`config.mk`:
```
export PLATFORM = sky130hd
export DESIGN_NAME = instr_loader
export DESIGN_NICKNAME = d
export VERILOG_FILES = /design/src/rtl/mips_isa_pkg.sv /design/src/rtl/instr_encoder.sv /design/src/rtl/instr_loader.sv
export SDC_FILE = /design/constraint.sdc
export NUM_CORES = 1
export LEC_CHECK = 0
export ABC_CLOCK_PERIOD_IN_PS = 1850
export CAP_MARGIN = 20
export CORE_MARGIN = 2
export CORE_UTILIZATION = 44
export CTS_BUF_LIST = sky130_fd_sc_hd__clkbuf_8
export DETAILED_ROUTE_END_ITERATION = 6
export PLACE_DENSITY = 0.91
export SYNTH_ARGS = -nofsm -noshare
export SYNTH_HDL_FRONTEND = slang
export SYNTH_SLANG_ARGS = --single-unit
export TNS_END_PERCENT = 5
```
`constraint.sdc`:
```
create_clock -name clk -period 1.85 [get_ports clk]
set_input_delay 0.2775 -clock clk [delete_from_list [all_inputs] [get_ports clk]]
set_output_delay 0.2775 -clock clk [all_outputs]
set_load 0.01 [all_outputs]
```
`src/rtl/mips_isa_pkg.sv`:
```
// MIPS ISA constants shared by the encoder and the program loader:
// opcodes, R-type functs, operation selects, field positions and loader states.
package mips_isa_pkg;

  // Primary opcodes
  localparam logic [5:0] OPC_RTYPE = 6'd0;
  localparam logic [5:0] OPC_J     = 6'd2;
  localparam logic [5:0] OPC_JAL   = 6'd3;
  localparam logic [5:0] OPC_BEQ   = 6'd4;
  localparam logic [5:0] OPC_BNE   = 6'd5;
  localparam logic [5:0] OPC_ADDI  = 6'd8;
  localparam logic [5:0] OPC_SLTI  = 6'd9;
  localparam logic [5:0] OPC_SLTIU = 6'd10;
  localparam logic [5:0] OPC_ANDI  = 6'd12;
  localparam logic [5:0] OPC_ORI   = 6'd13;
  localparam logic [5:0] OPC_XORI  = 6'd14;
  localparam logic [5:0] OPC_LUI   = 6'd15;
  localparam logic [5:0] OPC_LW    = 6'd35;
  localparam logic [5:0] OPC_SW    = 6'd43;

  // R-type funct codes
  localparam logic [5:0] FN_SLL  = 6'd0;
  localparam logic [5:0] FN_SRL  = 6'd2;
  localparam logic [5:0] FN_SRA  = 6'd3;
  localparam logic [5:0] FN_SLLV = 6'd4;
  localparam logic [5:0] FN_SRLV = 6'd6;
  localparam logic [5:0] FN_SRAV = 6'd7;
  localparam logic [5:0] FN_JR   = 6'd8;
  localparam logic [5:0] FN_ADD  = 6'd32;
  localparam logic [5:0] FN_SUB  = 6'd34;
  localparam logic [5:0] FN_AND  = 6'd36;
  localparam logic [5:0] FN_OR   = 6'd37;
  localparam logic [5:0] FN_XOR  = 6'd38;
  localparam logic [5:0] FN_NOR  = 6'd39;
  localparam logic [5:0] FN_SLT  = 6'd42;
  localparam logic [5:0] FN_SLTU = 6'd43;

  // Operation select; values 28..31 are not defined and are rejected
  typedef enum logic [4:0] {
    OP_SLL, OP_SRL, OP_SRA, OP_SLLV, OP_SRLV, OP_SRAV, OP_JR,
    OP_ADD, OP_SUB, OP_AND, OP_OR, OP_XOR, OP_NOR, OP_SLT, OP_SLTU,
    OP_BEQ, OP_BNE, OP_ADDI, OP_SLTI, OP_SLTIU, OP_ANDI, OP_ORI,
    OP_XORI, OP_LUI, OP_LW, OP_SW,
    OP_J, OP_JAL
  } op_sel_e;

  // Instruction field bit positions
  localparam int OPC_HI    = 31;
  localparam int OPC_LO    = 26;
  localparam int RS_HI     = 25;
  localparam int RS_LO     = 21;
  localparam int RT_HI     = 20;
  localparam int RT_LO     = 16;
  localparam int RD_HI     = 15;
  localparam int RD_LO     = 11;
  localparam int SHAMT_HI  = 10;
  localparam int SHAMT_LO  = 6;
  localparam int FUNCT_HI  = 5;
  localparam int FUNCT_LO  = 0;
  localparam int IMM_HI    = 15;
  localparam int IMM_LO    = 0;
  localparam int TARGET_HI = 25;
  localparam int TARGET_LO = 0;

  // Loader FSM states
  typedef enum logic [1:0] {ST_IDLE, ST_LOAD, ST_DRAIN, ST_ERROR} load_state_e;

  // funct code for an R-type select (0 for anything else)
  function automatic logic [5:0] r_funct(input op_sel_e op);
    logic [5:0] fn;
    case (op)
      OP_SLL:  fn = FN_SLL;
      OP_SRL:  fn = FN_SRL;
      OP_SRA:  fn = FN_SRA;
      OP_SLLV: fn = FN_SLLV;
      OP_SRLV: fn = FN_SRLV;
      OP_SRAV: fn = FN_SRAV;
      OP_JR:   fn = FN_JR;
      OP_ADD:  fn = FN_ADD;
      OP_SUB:  fn = FN_SUB;
      OP_AND:  fn = FN_AND;
      OP_OR:   fn = FN_OR;
      OP_XOR:  fn = FN_XOR;
      OP_NOR:  fn = FN_NOR;
      OP_SLT:  fn = FN_SLT;
      OP_SLTU: fn = FN_SLTU;
      default: fn = 6'd0;
    endcase
    return fn;
  endfunction

  // Primary opcode for an I- or J-type select (0 for anything else)
  function automatic logic [5:0] ij_opcode(input op_sel_e op);
    logic [5:0] opc;
    case (op)
      OP_BEQ:   opc = OPC_BEQ;
      OP_BNE:   opc = OPC_BNE;
      OP_ADDI:  opc = OPC_ADDI;
      OP_SLTI:  opc = OPC_SLTI;
      OP_SLTIU: opc = OPC_SLTIU;
      OP_ANDI:  opc = OPC_ANDI;
      OP_ORI:   opc = OPC_ORI;
      OP_XORI:  opc = OPC_XORI;
      OP_LUI:   opc = OPC_LUI;
      OP_LW:    opc = OPC_LW;
      OP_SW:    opc = OPC_SW;
      OP_J:     opc = OPC_J;
      OP_JAL:   opc = OPC_JAL;
      default:  opc = OPC_RTYPE;
    endcase
    return opc;
  endfunction

endpackage

```
`src/rtl/instr_encoder.sv`:
```
// Combinational MIPS instruction encoder: operation select plus fields in,
// 32-bit instruction word out. Fields an instruction does not use are zeroed.
module instr_encoder
  import mips_isa_pkg::*;
(
  input  logic [4:0]  op,
  input  logic [4:0]  rs,
  input  logic [4:0]  rt,
  input  logic [4:0]  rd,
  input  logic [4:0]  shamt,
  input  logic [15:0] imm,
  input  logic [25:0] target,
  output logic [31:0] word,
  output logic        valid
);

  op_sel_e op_e;
  assign op_e = op_sel_e'(op);

  // Pack only the fields each instruction class actually uses
  always_comb begin
    word  = '0;
    valid = 1'b1;
    case (op_e)
      OP_SLL, OP_SRL, OP_SRA: begin
        // constant shifts: rs is forced to zero
        word[RT_HI:RT_LO]       = rt;
        word[RD_HI:RD_LO]       = rd;
        word[SHAMT_HI:SHAMT_LO] = shamt;
        word[FUNCT_HI:FUNCT_LO] = r_funct(op_e);
      end
      OP_JR: begin
        word[RS_HI:RS_LO]       = rs;
        word[FUNCT_HI:FUNCT_LO] = r_funct(op_e);
      end
      OP_SLLV, OP_SRLV, OP_SRAV, OP_ADD, OP_SUB, OP_AND, OP_OR,
      OP_XOR, OP_NOR, OP_SLT, OP_SLTU: begin
        // shamt is forced to zero
        word[RS_HI:RS_LO]       = rs;
        word[RT_HI:RT_LO]       = rt;
        word[RD_HI:RD_LO]       = rd;
        word[FUNCT_HI:FUNCT_LO] = r_funct(op_e);
      end
      OP_LUI: begin
        word[OPC_HI:OPC_LO]     = ij_opcode(op_e);
        word[RT_HI:RT_LO]       = rt;
        word[IMM_HI:IMM_LO]     = imm;
      end
      OP_BEQ, OP_BNE, OP_ADDI, OP_SLTI, OP_SLTIU, OP_ANDI, OP_ORI,
      OP_XORI, OP_LW, OP_SW: begin
        word[OPC_HI:OPC_LO]     = ij_opcode(op_e);
        word[RS_HI:RS_LO]       = rs;
        word[RT_HI:RT_LO]       = rt;
        word[IMM_HI:IMM_LO]     = imm;
      end
      OP_J, OP_JAL: begin
        word[OPC_HI:OPC_LO]         = ij_opcode(op_e);
        word[TARGET_HI:TARGET_LO]   = target;
      end
      default: valid = 1'b0;
    endcase
  end

endmodule

```
`src/rtl/instr_loader.sv`:
```
// Sequential program loader: encodes incoming instruction fields and writes
// them to instruction memory through a one-entry buffer, holding the CPU
// while a load is in progress.
module instr_loader
  import mips_isa_pkg::*;
#(
  parameter int ADDR_W = 10,
  parameter int CNT_W  = 11
) (
  input  logic              clk,
  input  logic              rst_n,
  input  logic              start,
  input  logic [ADDR_W-1:0] base_addr,
  input  logic [CNT_W-1:0]  word_count,
  input  logic              in_valid,
  output logic              in_ready,
  input  logic [4:0]        in_op,
  input  logic [4:0]        in_rs,
  input  logic [4:0]        in_rt,
  input  logic [4:0]        in_rd,
  input  logic [4:0]        in_shamt,
  input  logic [15:0]       in_imm,
  input  logic [25:0]       in_target,
  output logic              mem_we,
  output logic [ADDR_W-1:0] mem_addr,
  output logic [31:0]       mem_wdata,
  input  logic              mem_ack,
  output logic              busy,
  output logic              done,
  output logic              err,
  output logic [CNT_W-1:0]  err_index,
  output logic              cpu_hold
);

  load_state_e       state_reg;
  logic [ADDR_W-1:0] addr_reg;
  logic [CNT_W-1:0]  remaining_reg;
  logic [CNT_W-1:0]  accepted_reg;
  logic [CNT_W-1:0]  count_reg;
  logic              full_reg;
  logic [31:0]       word_reg;
  logic              done_reg;
  logic              err_reg;
  logic [CNT_W-1:0]  err_index_reg;

  logic [31:0] enc_word;
  logic        enc_valid;
  logic        accept;
  logic        ack;

  instr_encoder u_encoder (
    .op     (in_op),
    .rs     (in_rs),
    .rt     (in_rt),
    .rd     (in_rd),
    .shamt  (in_shamt),
    .imm    (in_imm),
    .target (in_target),
    .word   (enc_word),
    .valid  (enc_valid)
  );

  // Accept when the buffer is free or being emptied this cycle, and words remain to fetch
  assign in_ready = (state_reg == ST_LOAD) && (accepted_reg != count_reg) &&
                    (!full_reg || mem_ack);
  assign accept   = in_valid && in_ready;
  assign ack      = full_reg && mem_ack;

  assign mem_we    = full_reg;
  assign mem_addr  = addr_reg;
  assign mem_wdata = word_reg;
  assign busy      = (state_reg == ST_LOAD) || (state_reg == ST_DRAIN);
  assign cpu_hold  = (state_reg != ST_IDLE);
  assign done      = done_reg;
  assign err       = err_reg;
  assign err_index = err_index_reg;

  // Loader FSM, write-buffer and counters
  always_ff @(posedge clk or negedge rst_n) begin
    if (!rst_n) begin
      state_reg     <= ST_IDLE;
      addr_reg      <= '0;
      remaining_reg <= '0;
      accepted_reg  <= '0;
      count_reg     <= '0;
      full_reg      <= 1'b0;
      word_reg      <= '0;
      done_reg      <= 1'b0;
      err_reg       <= 1'b0;
      err_index_reg <= '0;
    end else begin
      done_reg <= 1'b0;

      if (ack) begin
        addr_reg      <= addr_reg + ADDR_W'(1);
        remaining_reg <= remaining_reg - CNT_W'(1);
      end

      // a simultaneous accept and ack simply replaces the buffered word
      if (accept && enc_valid) begin
        full_reg <= 1'b1;
        word_reg <= enc_word;
      end else if (ack) begin
        full_reg <= 1'b0;
      end

      if (accept) begin
        accepted_reg <= accepted_reg + CNT_W'(1);
      end

      case (state_reg)
        ST_IDLE, ST_ERROR: begin
          if (start) begin
            addr_reg      <= base_addr;
            remaining_reg <= word_count;
            count_reg     <= word_count;
            accepted_reg  <= '0;
            err_reg       <= 1'b0;
            err_index_reg <= '0;
            if (word_count == '0) begin
              done_reg  <= 1'b1;
              state_reg <= ST_IDLE;
            end else begin
              state_reg <= ST_LOAD;
            end
          end
        end
        ST_LOAD: begin
          if (accept && !enc_valid) begin
            err_reg       <= 1'b1;
            err_index_reg <= accepted_reg;
            state_reg     <= ST_DRAIN;
          end else if (ack && remaining_reg == CNT_W'(1)) begin
            done_reg  <= 1'b1;
            state_reg <= ST_IDLE;
          end
        end
        ST_DRAIN: begin
          if (!full_reg) begin
            state_reg <= ST_ERROR;
          end
        end
        default: state_reg <= ST_IDLE;
      endcase
    end
  end

endmodule

```
======== Word-level counts from Yosys, hierarchy flattened ========
Memory sizes are Yosys's and may differ from the RTL's.
Index checks and enable logic that the tools add are counted.
operators by class
  mux-type cells .......................... 37
  $add $sub $neg .......................... 3
  $mul .................................... 0
  bitwise gates (word level) .............. 0
  eq/ne operators ......................... 36
  reduce and logical (&&, ||, !) cells .... 29
  $lt $le $gt $ge ......................... 0
  div/mod/pow operators ................... 0
  shift-type cells ........................ 0
operators with widths
  cell                                                                   count
  11-bit 2-to-1 mux                                                      8
  5-bit == test (second input constant)                                  12
  5-bit by 4-bit == test with 1-bit output (second input constant)       8
  10-bit 2-to-1 mux                                                      3
  10-bit case mux with 3 select lines                                    1
  6-bit case mux with 5 select lines                                     1
  28-bit OR reduction                                                    1
  11-bit case mux with 2 select lines                                    1
  11-bit OR reduction                                                    2
  22-bit OR reduction                                                    1
  5-bit by 3-bit == test with 1-bit output (second input constant)       4
  6-bit 2-to-1 mux                                                       3
  6-bit case mux with 3 select lines                                     1
  5-bit case mux with 3 select lines                                     1
  14-bit OR reduction                                                    1
  11-bit by 1-bit adder with 11-bit output (second input constant)       1
  11-bit by 1-bit == test with 1-bit output (second input constant)      1
  11-bit zero test                                                       1
  11-bit != test                                                         1
  11-bit by 1-bit subtractor with 11-bit output (second input constant)  1
  10-bit by 1-bit adder with 10-bit output (second input constant)       1
  5-bit by 2-bit == test with 1-bit output (second input constant)       2
  1-bit 2-to-1 mux                                                       10
  5-bit case mux with 2 select lines                                     1
  other kinds (20)                                                       38
storage, ports and cells
  bits in read-only memories .............. 720
  memories ................................ 6
  bits in writable memories ............... 0
  output and inout port bits .............. 59
  register bits ........................... 91
  latch bits .............................. 0
memories
  memory            depth  width  rd ports  clocked after memory_dff  write ports  line                RTL
  (name not given)  32     5      1         0                         0            mips_isa_pkg.sv:95  case (op)
  (name not given)  32     5      1         0                         0            mips_isa_pkg.sv:95
  (name not given)  32     5      1         0                         0            mips_isa_pkg.sv:95
  (name not given)  16     5      1         0                         0            mips_isa_pkg.sv:71  case (op)
  (name not given)  16     5      1         0                         0            mips_isa_pkg.sv:71
  (name not given)  16     5      1         0                         0            mips_isa_pkg.sv:71

======== Depth between registers and ports, before layout ========
  depth in word-level cells ............... 7
  mapped depth ............................ 10
  mapped depth without buffers ............ 8

======== Hierarchy ========
A second synthesis with hierarchy kept.
second synthesis, totals
  cell total of the unflattened synthesis .. 508
  area, all modules ....................... 5170.0 sq um
by module, submodules not included
  module         instances  area an instance (sq um)  cells an instance  seq. area each (sq um)
  instr_loader   1          4234.1                    374                2277.2
  instr_encoder  1          935.9                     134                0.0

======== Worst setup path before layout ========
OpenSTA, ideal clock, no wires.
  kind .................................... in2reg
  from .................................... in in_op[0]
  to ...................................... reg err_index_reg[2], in the netlist err_index[2]
  library setup time ...................... 122 ps
  required time ........................... 1728 ps
  arrival ................................. 1915 ps
  slack ................................... -187 ps
  stages .................................. 10
  path buffers ............................ 2
  cells stage by stage .................... inv_1 > ha_1 > buf_2 > or3_1 > o22a_1 > nor3_1 > nand2_1 > buf_2 > nand3_1 > o21ai_1
on the way
  cells in the longest elaborated chain, start to end .. 7
ends and longest elaborated chain
  item                                                              line                 RTL
  start, declared                                                   instr_loader.sv:17   input logic [4:0] in_op,
  5-bit by 1-bit == test with 1-bit output (tied with other cells)  instr_encoder.sv:24  case (op_e)
  28-bit OR reduction (no line) *                                   n/a
  1-bit 2-to-1 mux *                                                instr_encoder.sv:24
  1-bit zero test *                                                 instr_loader.sv:129  if (accept && !enc_valid) begin
  1-bit logical AND *                                               instr_loader.sv:129
  2-bit by 1-bit != test with 1-bit output (no line) *              n/a
  3-bit AND reduction (no line) *                                   n/a
  end signal, assigned                                              instr_loader.sv:131  err_index_reg <= accepted_reg;
  end, declared                                                     instr_loader.sv:44   logic [CNT_W-1:0] err_index_reg;
Mark *: on every way between the ends. The rest lies on a longest branch, timed or not.
A chain may end at the register's enable or synchronous reset.

======== Final worst setup path ========
  from .................................... in in_op[1]
  to ...................................... reg word_reg[13], in the netlist mem_wdata[13]
on the way
  cells in the longest elaborated chain, start to end .. 4
ends and longest elaborated chain
  item                                                              line                 RTL
  5-bit by 1-bit == test with 1-bit output (tied with other cells)  instr_encoder.sv:24
  28-bit OR reduction (no line)                                     n/a
  1-bit 2-to-1 mux                                                  instr_encoder.sv:24
  1-bit logical AND                                                 instr_loader.sv:100  if (accept && enc_valid) begin
  end signal, assigned                                              instr_loader.sv:102  word_reg <= enc_word;
  end, declared                                                     instr_loader.sv:41   logic [31:0] word_reg;
Several ways; a longest one is shown, not always the timed one.

==> flow_summary.yaml <==
layout:
  final_cell_mix: "clkdlybuf4s50_1 (144), dfrtp_1 (90), nand2_1 (84)"
  syn_to_final_growth_pct: 61.4
  seq_area_sq_um: 2250
  largest_reg_flops: 31
  final_common_cell: "clkdlybuf4s50_1"
  multi_input_area_sq_um: 2740
  finish.utilization: 0.721
  antennaDiodeCount: 0
  fin_area_sq_um: 7750
  nNetsFinal: 852
  fillers: 752
  fin_cells: 890
  drive_gt1_frac: 0.247
routing:
  drt-initial-drc-count: 434
  drc: 0
  dr.pass1.iters: 6
  vias_per_cell: 5.64
  routed-via-count: 5017
  wl_per_cell_um: 18.6
  wirelength_um: 16600
  ant_nets: 0
setup_path:
  start_kind: "input port"
  worst-setup-path-type: "input port to flop"
  reg2reg_depth: 8
  r2r_setup_slack_ns: -0.13
  critPathMaxFanout: 11
  r2r_end: "mem_wdata[18]"
  reg2reg_from: "count_reg[8]"
  cp.required_ns: 2.09
  crit_start: "in_op[1]"
  cp-endpoint: "mem_wdata[13]"
  cp.arrival_ns: 2.22
  cp-end-kind: "flop"
clocking:
  worstSkewPairLatency_ns: 0.37
  clock-sinks: 90
  clock_path_buffers: 2
  root_buffer: "clkbuf_8"
  clk_pin_slew_ns: 0.10
  h-tree-depth: 3
  cts_tree: "built"
  cts_buffers: 9
floorplan:
  die_h_um: 108
  initial_core_util: 0.447
  dieArea_sq_um: 11800
  core_area_sq_um: 10700
  die_w_um: 108
  ios: 152
  placementRows: 38
synth:
  ys.flop_type: "dfrtp_1"
  synthArstFlopShare: 1.00
  synth_edf_count: 0
  synth-seq-area-share: 0.469
  netlist_instances: 529
  synth.distinct_cells: 52
  postSynthAreaPerCell_sq_um: 9.07
  syn_nets: 636
  syn_area_sq_um: 4800
  ys_ff_latch: 90
  ys_warn_count: 0
placed_design:
  hpwlAfterDp_um: 11200
  gp_congestion: 0.861
  portBuffers: 150
  dp_cells: 867
  postPlaceCellArea_sq_um: 7070
sta:
  fmax_mhz: 504
  period_needed_ns: 1.98
  rsz0062_at_grt: "yes"
  min_period_over_period: 1.07
  fin_ws_ns: -0.134
  slew_headroom: 0.631
  skew_ns: 0.0149
  slew_viol_final: 0
  finalHoldViolCount: 0
  worstMarginPinSlew_ns: 0.551
  setup_viol: 52
  tns_ns: -4.04
power_and_ir_drop:
  finalPower_w: 0.00925
  p_per_area_nw_per_um2: 1190
  peakVddDrop_uv: 825
  p_leak_nw: 3.32
grt:
  grt_pass1_wl_um: 24600
  grt_use_total: 0.267
  grt_overflow_total: 0
  antenna_found_initial: 0
  grt_pass1_vias: 5169
  grt_start_max_net_pins: 35
worst_hold_path:
  hp-class: "input port to asynchronous set/reset pin"
outcome:
  violations: "setup timing"
  status: "finished with violations"
flow_run:
  maxCapViolations: 0
## report_power, final
group,switching (W),internal (W),leakage (nW)
clock network,0.000754,0.000667,0.108
registers,0.000644,0.00265,1.17
logic,0.00224,0.00230,2.04
total,0.00364,0.00562,3.32
## final cells by class
class / instances / share of cell area
Clock buffer: 10 / 0.0178
Clock inverter: 6 / 0.00840
Inverter: 22 / 0.0116
Multi-Input combinational cell: 389 / 0.354
Sequential cell: 90 / 0.291
Tap cell: 140 / 0.0226
Timing Repair Buffer: 233 / 0.295
## Yosys cell counts (2+ instances only)
master,number,area share
o21ai_0,26,0.027
nor2b_1,2,0.0026
nand3_1,19,0.020
nor4_2,2,0.0052
a31oi_1,2,0.0026
and3_1,5,0.0065
and2_1,3,0.0039
buf_2,10,0.010
buf_1,2,0.0016
nor3_1,5,0.0052
nor3b_1,2,0.0031
nor2_1,33,0.026
xor2_1,21,0.038
nor3_2,2,0.0042
nand2b_1,6,0.0078
ha_1,14,0.036
inv_1,21,0.016
o21ai_1,43,0.045
a21oi_1,13,0.014
or3_1,3,0.0039
dfrtp_1,90,0.47
nand4_1,4,0.0052
nand2_1,105,0.082
mux2i_1,3,0.0063
o22ai_1,3,0.0039
clkbuf_1,15,0.012
a22oi_1,11,0.017
o211ai_1,2,0.0031
nor4_1,6,0.0078
xnor2_1,20,0.036
a222oi_1,15,0.031
## worst min path at each step
| stage | start | to | cells after the start |
|---|---|---|---|
| 2_1_floorplan | rst_n | accepted_reg[0] | 0 |
| 3_3_place_gp | rst_n | remaining_reg[7] | 1 |
| 3_5_place_dp | rst_n | remaining_reg[5] | 1 |
| 4_1_cts | rst_n | remaining_reg[5] | 2 |
| 5_1_grt | rst_n | count_reg[2] | 2 |
| 6_report | rst_n | remaining_reg[5] | 2 |
## routing by layer
metal | vias to the layer above | share of wire | routed length (um) | track usage
met5 | - | 0 | 0 | 0
met4 | 0 | 0.044 | 736 | 0.123
met3 | 72 | 0.065 | 1080 | 0.0639
met2 | 242 | 0.53 | 8780 | 0.483
met1 | 2432 | 0.36 | 5980 | 0.294
li1 | 2271 | - | - | -
## cells by family after synthesis
| family | count (synthesis) | synth area share |
|---|---|---|
| simple gates | 201 | 0.192 |
| compound gates | 127 | 0.171 |
| flops | 90 | 0.469 |
| buf+inv | 50 | 0.0425 |
| xor+xnor | 41 | 0.0748 |
| fa+ha+maj | 14 | 0.0365 |
| mux | 5 | 0.0133 |
| other cells | 1 | 0.000781 |
## worst max-delay path, stage by stage
cell           delay, ns
dlygate4sd2_1       0.26
buf_4               0.16
buf_4               0.15
ha_2                0.20
buf_4               0.16
nor2_2              0.14
nor3_2              0.09
buf_4               0.18
a222oi_1            0.49
o21ai_2             0.11
## metrics by stage
| stage | worst slack [ns] | hold WS [ns] |
|---|---|---|
| 6_report | -0.134 | 0.354 |
| 5_1_grt | -0.198 | 0.400 |
| 4_1_cts | -0.129 | 0.373 |
| 3_5_place_dp | -0.766 | 0.219 |
| 3_3_place_gp | -0.662 | 0.212 |
| 2_1_floorplan | -0.00204 | -0.0181 |
## what timing repair did
| item | CTS | global route |
|---|---|---|
| hold buffers | 1 | 0 |
| setup buffers | 4 | 0 |
| cloned | 2 | 3 |
| hold endpoints to repair | 25 | 0 |
| pin swaps | 12 | 20 |
| resized for setup | 41 | 51 |
| setup endpoints to repair | 56 | 59 |
No activity file was read; power rests on OpenSTA's default activity.
